### src/rtl/lsu_mem_if.sv
// lsu_mem_if: load/store unit between the memory stage and a variable-latency data bus.
// Converts one stage access into a single-outstanding request/ready transaction,
// positions store data under byte strobes, aligns and extends load data, and stalls
// the stage while the bus is busy. Misaligned/illegal accesses and bus timeouts are
// reported as one-cycle pulses.
//
// Ports:
//   clk, reset            clock, synchronous active-high reset
//   memAdrs, memDataWD    byte address and store data from the memory stage
//   dmem_SEL              funct3 access mode
//   dmem_WE, dmem_RE      store / load request (both high means store)
//   flush_M               kills a request presented while idle
//   memDataRD             aligned, extended load result (held until next completion)
//   stall_req             holds the memory stage and upstream
//   misalign, bus_err     fault and timeout pulses
//   mem_*                 data bus request channel and response
module lsu_mem_if #(
    parameter int unsigned TIMEOUT = 64,
    parameter int unsigned CNT_W   = 7
) (
    input  logic        clk,
    input  logic        reset,
    input  logic [31:0] memAdrs,
    input  logic [31:0] memDataWD,
    input  logic [2:0]  dmem_SEL,
    input  logic        dmem_WE,
    input  logic        dmem_RE,
    input  logic        flush_M,
    output logic [31:0] memDataRD,
    output logic        stall_req,
    output logic        misalign,
    output logic        bus_err,
    output logic        mem_req,
    output logic        mem_we,
    output logic [29:0] mem_addr,
    output logic [31:0] mem_wdata,
    output logic [3:0]  mem_wstrb,
    input  logic [31:0] mem_rdata,
    input  logic        mem_ready
);

    typedef enum logic [1:0] {StIdle, StBusy, StDone} state_e;

    state_e           state_q, state_d;
    logic [29:0]      addr_q, addr_d;
    logic [1:0]       lane_q, lane_d;
    logic [31:0]      wdata_q, wdata_d;
    logic [3:0]       wstrb_q, wstrb_d;
    logic             we_q, we_d;
    logic [2:0]       mode_q, mode_d;
    logic [CNT_W-1:0] cnt_q, cnt_d;
    logic [31:0]      rd_q, rd_d;
    logic             err_q, err_d;

    logic        access, fault, idle;
    logic [3:0]  st_strb;
    logic [31:0] st_data;
    logic [7:0]  ld_byte;
    logic [15:0] ld_half;
    logic [31:0] ld_ext;

    assign access = (dmem_WE | dmem_RE) & ~flush_M;
    assign idle   = (state_q == StIdle);

    // Misalignment and illegal-mode detection share one fault output.
    always_comb begin
        fault = 1'b0;
        case (dmem_SEL)
            3'b000:          fault = 1'b0;
            3'b001:          fault = memAdrs[0];
            3'b010:          fault = (memAdrs[1:0] != 2'b00);
            3'b100:          fault = dmem_WE;
            3'b101:          fault = dmem_WE | memAdrs[0];
            default:         fault = 1'b1;
        endcase
    end

    // Store lane placement; replicated data lets the strobes pick the lane.
    always_comb begin
        st_strb = 4'b1111;
        st_data = memDataWD;
        case (dmem_SEL[1:0])
            2'b00: begin
                st_strb = 4'b0001 << memAdrs[1:0];
                st_data = {4{memDataWD[7:0]}};
            end
            2'b01: begin
                st_strb = memAdrs[1] ? 4'b1100 : 4'b0011;
                st_data = {2{memDataWD[15:0]}};
            end
            default: begin
                st_strb = 4'b1111;
                st_data = memDataWD;
            end
        endcase
    end

    // Load extraction uses the registered lane and mode, not the live inputs.
    always_comb begin
        case (lane_q)
            2'd0:    ld_byte = mem_rdata[7:0];
            2'd1:    ld_byte = mem_rdata[15:8];
            2'd2:    ld_byte = mem_rdata[23:16];
            default: ld_byte = mem_rdata[31:24];
        endcase
        ld_half = lane_q[1] ? mem_rdata[31:16] : mem_rdata[15:0];
        case (mode_q)
            3'b000:  ld_ext = {{24{ld_byte[7]}}, ld_byte};
            3'b100:  ld_ext = {24'h0, ld_byte};
            3'b001:  ld_ext = {{16{ld_half[15]}}, ld_half};
            3'b101:  ld_ext = {16'h0, ld_half};
            default: ld_ext = mem_rdata;
        endcase
    end

    always_comb begin
        state_d = state_q;
        addr_d  = addr_q;
        lane_d  = lane_q;
        wdata_d = wdata_q;
        wstrb_d = wstrb_q;
        we_d    = we_q;
        mode_d  = mode_q;
        cnt_d   = cnt_q;
        rd_d    = rd_q;
        err_d   = 1'b0;
        unique case (state_q)
            StIdle: begin
                if (access && !fault) begin
                    addr_d  = memAdrs[31:2];
                    lane_d  = memAdrs[1:0];
                    we_d    = dmem_WE;
                    mode_d  = dmem_SEL;
                    wdata_d = dmem_WE ? st_data : 32'h0;
                    wstrb_d = dmem_WE ? st_strb : 4'h0;
                    cnt_d   = '0;
                    state_d = StBusy;
                end
            end
            StBusy: begin
                if (mem_ready) begin
                    rd_d    = we_q ? 32'h0 : ld_ext;
                    state_d = StDone;
                end else if (cnt_q == CNT_W'(TIMEOUT - 1)) begin
                    rd_d    = 32'h0;
                    err_d   = 1'b1;
                    state_d = StDone;
                end else begin
                    cnt_d = cnt_q + 1'b1;
                end
            end
            StDone: begin
                state_d = StIdle;
            end
            default: state_d = StIdle;
        endcase
    end

    always_ff @(posedge clk) begin
        if (reset) begin
            state_q <= StIdle;
            addr_q  <= '0;
            lane_q  <= '0;
            wdata_q <= '0;
            wstrb_q <= '0;
            we_q    <= 1'b0;
            mode_q  <= '0;
            cnt_q   <= '0;
            rd_q    <= '0;
            err_q   <= 1'b0;
        end else begin
            state_q <= state_d;
            addr_q  <= addr_d;
            lane_q  <= lane_d;
            wdata_q <= wdata_d;
            wstrb_q <= wstrb_d;
            we_q    <= we_d;
            mode_q  <= mode_d;
            cnt_q   <= cnt_d;
            rd_q    <= rd_d;
            err_q   <= err_d;
        end
    end

    assign mem_req   = (state_q == StBusy);
    assign mem_we    = mem_req & we_q;
    assign mem_addr  = addr_q;
    assign mem_wdata = wdata_q;
    assign mem_wstrb = wstrb_q;
    assign bus_err   = err_q;
    assign stall_req = ~reset & ((idle & access & ~fault) | mem_req);
    assign misalign  = ~reset & idle & access & fault;
    assign memDataRD = (idle & access & fault) ? 32'h0 : rd_q;

endmodule

### config.mk
export PLATFORM = sky130hd
export DESIGN_NAME = lsu_mem_if
export DESIGN_NICKNAME = d
export VERILOG_FILES = /design/src/rtl/lsu_mem_if.sv
export SDC_FILE = /design/constraint.sdc
export NUM_CORES = 1
export LEC_CHECK = 0
export ABC_AREA = 1
export BUFFER_PORTS_ARGS = -buffer_cell sky130_fd_sc_hd__buf_2
export CAP_MARGIN = 10
export CORE_UTILIZATION = 49
export DETAILED_ROUTE_END_ITERATION = 8
export PLACE_DENSITY = 0.82
export SYNTH_ARGS = -nofsm -noshare
export SYNTH_HDL_FRONTEND = slang
export SYNTH_SLANG_ARGS = --single-unit
### constraint.sdc
create_clock -name clk -period 1.95 [get_ports clk]
set_input_delay 0.2925 -clock clk [delete_from_list [all_inputs] [get_ports clk]]
set_output_delay 0.2925 -clock clk [all_outputs]
set_load 0.01 [all_outputs]
==> Flow_metrics.wiki <==
{| class="wikitable"
! Metric !! Value
|-
| Area growth syn-to-layout || 39.4%
|-
| Final critical path time including I/O delays and setup || 2.13 ns
|-
| Buffer levels on the longest clock path || 2
|-
| Worst hold slack after final layout || 0.0218 ns
|-
| Area after DPL || 6480 µm²
|-
| Clock transition at the registers of the reported paths || 0.06 ns
|-
| Worst Skew || 0.00886 ns
|-
| Row count || 37
|-
| Post-route DRC || 0
|-
| Number of unique standard cell types used by synthesis || 36
|-
| Number of antenna violations at the first check in global routing || 0
|-
| Warnings, synthesis || 0
|-
| Source of the worst register-to-register timing path || state_q[0]$_SDFFE_PP0P_
|-
| Cell at the root of the clock tree || sky130_fd_sc_hd__clkbuf_8
|-
| Ratio of routed vias to standard cells || 5.19
|-
| Count of flip-flops with a built-in enable after synthesis || 0
|-
| Die Outline Area || 11300 µm²
|-
| Largest fanout on the critical path || 8
|-
| Worst-case setup margin in the final layout || -0.176 ns
|-
| Critical path data arrival time || 1.83 ns
|-
| Flip-flop and latch count after synthesis || 114
|-
| Number of nets in the finished design || 1073
|-
| Worst r2r dst || mem_addr[13]$_SDFFE_PP0P_
|-
| Worst Reg-to-Reg Cells || 10
|-
| Final std cells w/o fill || 1116
|-
| Number of failing hold endpoints at the final stage || 0
|-
| CP Class || reg -> out
|-
| Total Power || 6.46 mW
|-
| Lkg Pwr || 3.41 nW
|-
| Post-route cell area || 7460 µm²
|-
| Share of async-settable or async-resettable flops after synthesis || 0%
|-
| Ratio of cells with drive above 1 in the final layout || 34.6%
|-
| Number of pins exceeding their max-slew limit in the final report || 0
|-
| Number of global-route vias before repair || 5331
|-
| Transition time at the pin with the least slew margin || 0.524 ns
|-
| TritonCTS clock tree || built
|-
| Primary flip-flop cell chosen by synthesis mapping || sky130_fd_sc_hd__dfxtp_1
|-
| Delay contributed by the slowest stage of the critical path || 0.32 ns
|-
| Wire length of the first global-routing pass || 25500 µm
|-
| Syn_nets || 864
|-
| Total global routing track utilization || 28.6%
|-
| Min-delay worst type || in -> reg
|-
| Antenna Nets Post-Route || 0
|-
| Antenna fix cells || 0
|-
| Seq/Total Area, Yosys || 42.7%
|-
| Standard cell core area || 10500 µm²
|-
| Port Buffers || 207
|-
| TritonCTS Buffers || 17
|-
| Gpl congestion || 0.944
|-
| Violations in the final reports || setup timing
|-
| Result of the run || finished, violations left
|-
| Gate count after technology mapping || 758
|-
| Initial Utilization || 51.1%
|-
| Final routed wirelength across all metal layers || 16000 µm
|-
| Relative slew slack || 65.0%
|-
| Later-pin clock latency in the skew report || 0.52 ns
|-
| Placed insts || 1074
|-
| Number of levels the H-tree was split into || 4
|-
| Io pins || 208
|-
| Max Cap Violations || 0
|-
| Syn avg cell area || 7.06 µm²
|-
| Kind of end point of the critical path || primary output
|-
| Crit path from || state_q[0]$_SDFFE_PP0P_
|-
| Mean routed wirelength per cell || 14.4 µm
|-
| Maximum clock rate || 470 MHz
|-
| DR vias || 5787
|-
| Setup-failing EPs final || 33
|-
| Slack of the worst reg-to-reg path || 0.14 ns
|-
| Pin count of the biggest net entering global routing || 43
|-
| Slowest cell on crit path || sky130_fd_sc_hd__dfxtp_2
|-
| Number of detailed-routing iterations run before antenna repair || 4
|-
| Power per cell area || 866 nW/µm²
|-
| Setup repair after global routing missed its margin || true
|-
| CP Capture Point || memDataRD[20]
|-
| Clk sinks || 114
|-
| Grt ovf || 0
|-
| Die Width || 106 µm
|-
| Ordered cell list for the critical path || or2_4 -> nor2_4 -> nand2_4 -> clkinv_4 -> buf_12 -> buf_16 -> nor2_1 -> buf_2
|-
| HPWL after DPL || 10900 µm
|-
| Combined area of all synthesized cells || 5350 µm²
|-
| Share of the clock period used by the worst path after layout || 109%
|-
| Iteration-0 DRC count of the detailed router || 337
|-
| Die H || 106 µm
|-
| Critical path startpoint category || flop
|-
| Critical Path RT || 1.66 ns
|-
| Worst ir drop on vdd || 633 µV
|}
cell families after synthesis:
group	Yosys count	share of synthesized area (%)
AO/OA/AOI/OAI	185	19.1
XOR/XNOR	3	0.491
adder cells (fa/ha/maj)	1	0.234
buffers and inverters	127	10.8
flip-flops	114	42.7
AND/OR/NAND/NOR	328	26.8
cells in the final DEF (no fill, tap or decap), types with 3 or more instances in the layout:
cell type and instances:
sky130_fd_sc_hd__clkbuf_16 16, sky130_fd_sc_hd__nand3_2 4, sky130_fd_sc_hd__nand2_4 3, sky130_fd_sc_hd__o21ai_1 20, sky130_fd_sc_hd__o22ai_1 5, sky130_fd_sc_hd__nor2_1 113, sky130_fd_sc_hd__inv_6 5, sky130_fd_sc_hd__nor2_4 17
sky130_fd_sc_hd__xor2_1 3, sky130_fd_sc_hd__inv_2 6, sky130_fd_sc_hd__dfxtp_1 112, sky130_fd_sc_hd__o21ai_2 8, sky130_fd_sc_hd__nand2_2 4, sky130_fd_sc_hd__o211ai_1 9, sky130_fd_sc_hd__nor2_2 10, sky130_fd_sc_hd__buf_6 15
sky130_fd_sc_hd__buf_4 21, sky130_fd_sc_hd__o221a_2 3, sky130_fd_sc_hd__or2_2 7, sky130_fd_sc_hd__nand3_1 63, sky130_fd_sc_hd__a21oi_1 76, sky130_fd_sc_hd__inv_8 4, sky130_fd_sc_hd__buf_2 193, sky130_fd_sc_hd__buf_12 5
sky130_fd_sc_hd__nand2_1 102, sky130_fd_sc_hd__o21ai_0 59, sky130_fd_sc_hd__inv_1 72
worst max-delay path: cells and delay by family, from the launching register on:
| kind | cells | cell delay (ns) |
|---|---|---|
| and+or+nand+nor | 4 | 0.52 |
| buffers and inverters | 4 | 0.46 |
| DFF | 1 | 0.32 |
where the power goes:
| part | internal (mW) | switching (mW) | total [mW] |
|---|---|---|---|
| combinational | 0.344 | 0.508 | 0.852 |
| sequential | 2.41 | 0.0422 | 2.45 |
| clock | 1.88 | 1.27 | 3.16 |
layout make-up:
| type | count | area, µm² |
|---|---|---|
| well taps | 136 | 170 |
| clock buffers | 17 | 414 |
| repair buffers | 237 | 1460 |
| fillers | 838 | 3010 |
| flip-flops and latches | 114 | 2280 |
| inverters | 80 | 308 |
| clock inverters | 15 | 189 |
| multi-input cells | 517 | 2630 |
Yosys cell counts (8+ instances only):
library cell | n | area share (%)
sky130_fd_sc_hd__nand2_1 | 103 | 7.2
sky130_fd_sc_hd__clkbuf_1 | 18 | 1.3
sky130_fd_sc_hd__buf_2 | 14 | 1.3
sky130_fd_sc_hd__a21oi_1 | 77 | 7.2
sky130_fd_sc_hd__inv_1 | 73 | 5.1
sky130_fd_sc_hd__o21ai_2 | 8 | 1.3
sky130_fd_sc_hd__dfxtp_1 | 114 | 43
sky130_fd_sc_hd__o211ai_1 | 9 | 1.3
sky130_fd_sc_hd__o21ai_1 | 20 | 1.9
sky130_fd_sc_hd__o21ai_0 | 59 | 5.5
sky130_fd_sc_hd__nand3_1 | 63 | 5.9
sky130_fd_sc_hd__nor2_1 | 135 | 9.5
registers in the layout, indices dropped and copies added, names as in the netlist:
register / cells
bus_err: 1
cnt_q: 7
lane_q: 2
mem_addr: 30
mem_wdata: 32
mem_wstrb: 4
mode_q: 3
rd_q: 32
state_q: 2
we_q: 1
stage by stage:
step                setup TNS [ns]  utilization, %  worst slack (ns)
finish                       -3.83            71.3            -0.176
global route                 -5.88            71.3            -0.228
floorplan                        0               -             0.340
detailed placement               0            62.0            0.0971
CTS                          -3.66            70.6            -0.128
global placement                 0            62.0             0.166
how the worst min path moves through the flow:
stage	startpoint	end	slack (ns)	depth (start not counted)
after global routing	memAdrs[19]	mem_addr[17]$_SDFFE_PP0P_	0.005	3
after CTS	memAdrs[17]	mem_addr[15]$_SDFFE_PP0P_	0.003	3
after detailed placement	cnt_q[6]$_SDFFE_PP0P_	cnt_q[6]$_SDFFE_PP0P_	0.43	2
after global placement	cnt_q[6]$_SDFFE_PP0P_	cnt_q[6]$_SDFFE_PP0P_	0.43	2
after floorplan	mem_ready	bus_err$_SDFF_PP0_	0.37	1
final	memAdrs[19]	mem_addr[17]$_SDFFE_PP0P_	0.02	3
metal layers:
metal / GRT usage [%] / up-vias / wire length (µm) / part of all wire [%]
li1: - / 2883 / - / -
met1: 34.6 / 2615 / 6480 / 40
met2: 49.4 / 269 / 7980 / 50
met3: 8.03 / 20 / 1310 / 8.2
met4: 8.41 / 0 / 259 / 1.6
met5: 0 / - / 0 / 0
what timing repair did:
item / in CTS / in global routing
pin swaps: 4 / 5
resized for setup: 41 / 23
hold buffers: 1 / 0
endpoints found under the hold margin: 1 / 0
endpoints found under the setup margin: 33 / 35
cloned: 3 / 0
setup buffers: 7 / 1
(Power assumes the default switching activity.)
